**src/rtl/irq_controller.sv**
```systemverilog
// irq_controller: latches synchronised source edges as pending, masks and prioritises them into one acked CPU interrupt
module irq_controller #(
  parameter int NSRC = 4,
  parameter int VW = 2
) (
  input  logic            clk,
  input  logic            rst_n,
  input  logic [NSRC-1:0] src,
  input  logic            bus_sel,
  input  logic            bus_we,
  input  logic [1:0]      bus_addr,
  input  logic [31:0]     bus_wdata,
  output logic [31:0]     bus_rdata,
  output logic            irq,
  output logic [VW-1:0]   irq_vec,
  input  logic            irq_ack
);
  typedef enum logic [1:0] {IDLE, REQ, HOLD} state_t;
  state_t state, state_nx;
  logic [NSRC-1:0] s1, s2, s3, pending, mask, act, rise, clr;
  logic [VW-1:0] grant, vec_nx;
  logic ack_clr, wr, rd, unused_ok;
  logic [31:0] rd_mux;
  assign rise = s2 & ~s3;
  assign act = pending & mask;
  assign wr = bus_sel & bus_we;
  assign rd = bus_sel & ~bus_we;
  assign irq = state == REQ;
  assign unused_ok = ^bus_wdata;
  // a rise in the same cycle as a clear re-sets the bit, so set wins
  assign clr = (ack_clr ? (NSRC'(1) << irq_vec) : '0) |
               ((wr && bus_addr == 2'd0) ? bus_wdata[NSRC-1:0] : '0);
  always_comb begin
    grant = '0;
    for (int i = NSRC - 1; i >= 0; i--) grant = act[i] ? VW'(i) : grant;
  end
  always_comb begin
    rd_mux = bus_addr == 2'd0 ? {{(32-NSRC){1'b0}}, pending} :
             bus_addr == 2'd1 ? {{(32-NSRC){1'b0}}, mask} :
             bus_addr == 2'd2 ? {irq, {(31-VW){1'b0}}, irq_vec} :
                                {{(32-NSRC){1'b0}}, s2};
  end
  always_comb begin
    state_nx = state;
    vec_nx = irq_vec;
    ack_clr = 1'b0;
    case (state)
      IDLE: begin
        state_nx = |act ? REQ : IDLE;
        vec_nx = |act ? grant : irq_vec;
      end
      REQ: begin
        ack_clr = irq_ack;
        state_nx = irq_ack ? HOLD : !act[irq_vec] ? IDLE : REQ;
      end
      default: state_nx = IDLE;
    endcase
  end
  always_ff @(posedge clk or negedge rst_n)
    if (!rst_n) begin
      state <= IDLE;
      irq_vec <= '0;
    end else begin
      state <= state_nx;
      irq_vec <= vec_nx;
    end
  always_ff @(posedge clk or negedge rst_n)
    if (!rst_n) begin
      s1 <= '0;
      s2 <= '0;
      s3 <= '0;
      pending <= '0;
      mask <= '0;
      bus_rdata <= '0;
    end else begin
      {s3, s2, s1} <= {s2, s1, src};
      pending <= (pending & ~clr) | rise;
      if (wr && bus_addr == 2'd1) mask <= bus_wdata[NSRC-1:0];
      if (rd) bus_rdata <= rd_mux;
    end
endmodule

```
**config.mk**
```make
export PLATFORM = sky130hd
export DESIGN_NAME = irq_controller
export DESIGN_NICKNAME = d
export VERILOG_FILES = /design/src/rtl/irq_controller.sv
export SDC_FILE = /design/constraint.sdc
export NUM_CORES = 1
export LEC_CHECK = 0
export BUFFER_PORTS_ARGS = -buffer_cell sky130_fd_sc_hd__buf_2
export CAP_MARGIN = 20
export CORE_MARGIN = 2
export CORE_UTILIZATION = 47
export DETAILED_ROUTE_END_ITERATION = 7
export PLACE_DENSITY = 0.84
export RECOVER_POWER = 25
export REMOVE_ABC_BUFFERS = 1
export SETUP_SLACK_MARGIN = 0.4
export SLEW_MARGIN = 20
export SYNTH_ARGS = -nofsm -noshare
export SYNTH_HDL_FRONTEND = slang
export SYNTH_SLANG_ARGS = --single-unit
```
**constraint.sdc**
```tcl
create_clock -name clk -period 2.7 [get_ports clk]
set_input_delay 0.135 -clock clk [delete_from_list [all_inputs] [get_ports clk]]
set_output_delay 0.135 -clock clk [all_outputs]
set_load 0.01 [all_outputs]
```
==> run_results.csv <==
group,metric,value,unit
worst_setup_path,reg2reg_depth,2,
worst_setup_path,path_cells,"mux4_2, mux2_2",
synthesis,ys_seq_area_share,52.3,%
global_routing,grt_max_degree,30,
worst_setup_path,crit_required,2.92,ns
power_and_ir_drop,ir_drop,0.451,mV
worst_setup_path,ff2ff_setup_slack,1.34,ns
synthesis,ys_types,24,
synthesis,synth-seq-cells,29,
sta,finClkSkew,0.00507,ns
synthesis,synth_warnings,0,
worst_hold_path,hold_class,"input pin to register",
placed_design,io_buffers,22,
detailed_routing,vias_per_cell,5.20,
final_layout,fin_nets,193,
final_layout,layout-drive-gt1-share,26.0,%
floorplanning,pin_count,78,
run_status,status,"finished clean",
floorplanning,die_y,58.3,um
clock_network,cts_tree,"yes",
floorplanning,start_util,49.9,%
detailed_routing,firstDrtPassIters,5,
sta,finalSetupViolCount,0,
detailed_routing,routed_wirelength,2290,um
sta,grt_setup_unrepaired,"no",
power_and_ir_drop,internal_power,0.000805,W
final_layout,diodes,0,
clock_network,clock_sinks,29,
clock_network,cts_max_level,2,
power_and_ir_drop,p_per_area,803,mW/mm2
worst_setup_path,cp_data_arrival_time,1.58,ns
final_layout,final_cell_mix,"29 x dfrtp_1, 27 x conb_1, 22 x buf_2, 10 x nand2_1, 9 x mux2_2",
detailed_routing,ant_nets,0,
clock_network,clock-root-buffer,"clkbuf_4",
synthesis,ys.flop_type,"dfrtp_1",
global_routing,grt_pass1_wl,3850,um
synthesis,syn_inst,121,
power_and_ir_drop,power_frac_comb,27.8,%
placed_design,gp_congestion,0.844,
clock_network,cts_buffers,5,
synthesis,synthesis.area,0.00139,mm2
synthesis,synth-edff-count,0,
global_routing,grt_pass1_vias,895,
worst_hold_path,min_path_cells,2,
detailed_routing,via_count,942,
power_and_ir_drop,p_seq_share,50.9,%
floorplanning,die_area,0.00340,mm2
power_and_ir_drop,switching_share,33.2,%
floorplanning,die_w,58.3,um
worst_setup_path,worstSetupStartpointType,"register",
final_layout,syn_to_final_growth,8.21,%
power_and_ir_drop,clockPowerShare,21.3,%
clock_network,clk-insertion-delay-late,0.32,ns
sta,tightest_slew,0.652,ns
synthesis,async_flop_share,100,%
global_routing,antenna_found_initial,0,
worst_setup_path,crit_type,"register to register",
detailed_routing,wl_per_cell,12.6,um
floorplanning,rows,19,
synthesis,avgSynthCellArea,11.5,um2
floorplanning,core,0.00278,mm2
sta,max_freq,734,MHz
worst_setup_path,cp_slowest_stage_delay,0.50,ns
sta,final_max_slew_viol_count,0,
worst_setup_path,slowest_stage,"mux4_2",
power_and_ir_drop,p_total,0.00121,W
sta,fin_crit,1.36,ns
power_and_ir_drop,switchingPower,0.000400,W
power_and_ir_drop,leakage,0.752,nW
sta,final-hold-violation-count,0,
detailed_routing,drt_iter0_drc,24,
placed_design,hpwl,1700,um
final_layout,final_common_cell,"dfrtp_1",
worst_setup_path,cp-end-kind,"register",
sta,tns,0,ns
flow_run,maxCapViolations,0,
worst_setup_path,path_max_fanout,10,
clock_network,path_clk_slew,0.08,ns
detailed_routing,drc_errors,0,
sta,slew_headroom,56.5,%
clock_network,clockBufferDepth,2,
global_routing,grt-ovfl-total,0,
sta,finalCritPeriodShare,50.5,%
global_routing,groute.usage.overall,15.6,%
## worst max-delay path, delay by kind of cell, from the launching register on
family	cells	cell delay (ns)
muxes	2	0.77
DFF	1	0.49
## per-stage QoR
| stage | cell area [um2] | std cells | util [%] | worst slack [ns] | hold WS [ns] |
|---|---|---|---|---|---|
| after floorplan | 1250 | 116 | - | 1.39 | -0.161 |
| after global placement | 1400 | 169 | 50.2 | 1.37 | 0.169 |
| after detailed placement | 1400 | 169 | 50.2 | 1.35 | 0.187 |
| after CTS | 1500 | 181 | 54.0 | 1.34 | 0.0588 |
| after global routing | 1500 | 181 | 54.0 | 1.29 | 0.0608 |
| final | 1500 | 181 | 54.0 | 1.34 | 0.0716 |
## cells in the mapped netlist (2+ instances only)
cell type / n / area (um2)
a21oi_1: 3 / 15.0
mux2_2: 9 / 101
nand3_1: 2 / 10.0
buf_6: 2 / 22.5
nor2_1: 4 / 15.0
buf_4: 28 / 210
mux4_2: 2 / 45.0
dfrtp_1: 29 / 726
nand2_1: 10 / 37.5
a22oi_1: 4 / 30.0
a22o_1: 4 / 35.0
o21ai_0: 5 / 25.0
nand3b_1: 2 / 15.0
nand4b_1: 2 / 17.5
nor2b_1: 2 / 12.5
inv_1: 5 / 18.8
## power by group through the flow
stage / Clock, W / Combinational (W) / Sequential [W]
floorplan: 0 / 0.000207 / 0.000615
global placement: 0 / 0.000315 / 0.000612
detailed placement: 0 / 0.000328 / 0.000620
CTS: 0.000265 / 0.000335 / 0.000611
global route: 0.000283 / 0.000376 / 0.000628
finish: 0.000257 / 0.000335 / 0.000614
## worst paths after layout
path,from,to
min in group asynchronous,rst_n,mask[0]
max in group asynchronous,rst_n,s1[1]
setup / recovery,irq_vec[0],bus_rdata[0]
setup reg to reg,irq_vec[0],bus_rdata[0]
hold reg to reg,s1[1],s2[1]
hold / removal,bus_wdata[3],mask[3]
## sequential cells by signal (all words and copies together) (netlist names)
| register | count |
|---|---|
| pending | 4 |
| irq_vec | 2 |
| bus_rdata | 5 |
| s1 | 4 |
| state | 2 |
| s2 | 4 |
| mask | 4 |
| s3 | 4 |
## layout make-up
cell class | count | area [um2]
fill | 229 | 1280
sequential | 29 | 726
tap | 31 | 38.8
clock buffer | 7 | 55.1
inverter | 5 | 18.8
multi-input combinational | 82 | 503
timing repair buffer | 27 | 160
## routing by layer
metal | routed length, um | vias to the layer above | track usage, % | share of wire, %
li1 | - | 420 | - | -
met2 | 1020 | 67 | 23.0 | 45
met1 | 924 | 439 | 19.2 | 40
met3 | 241 | 16 | 5.27 | 11
met4 | 96 | 0 | 11.3 | 4.2
met5 | 0 | - | 0 | 0
## cells by family after synthesis
| group | share of synthesized area (%) |
|---|---|
| AOI/OAI and AO/OA | 9.38 |
| buffers and inverters | 18.5 |
| DFF | 52.3 |
| muxes | 10.6 |
| other | 0.270 |
| and+or+nand+nor | 9.02 |
## repair_timing
action                                  CTS  global route
endpoints found under the setup margin    0             0
hold buffers                              5             0
gates resized for setup                   0             0
buffers inserted                          0             0
endpoints found under the hold margin    33             0
(Power assumes the default switching activity.)
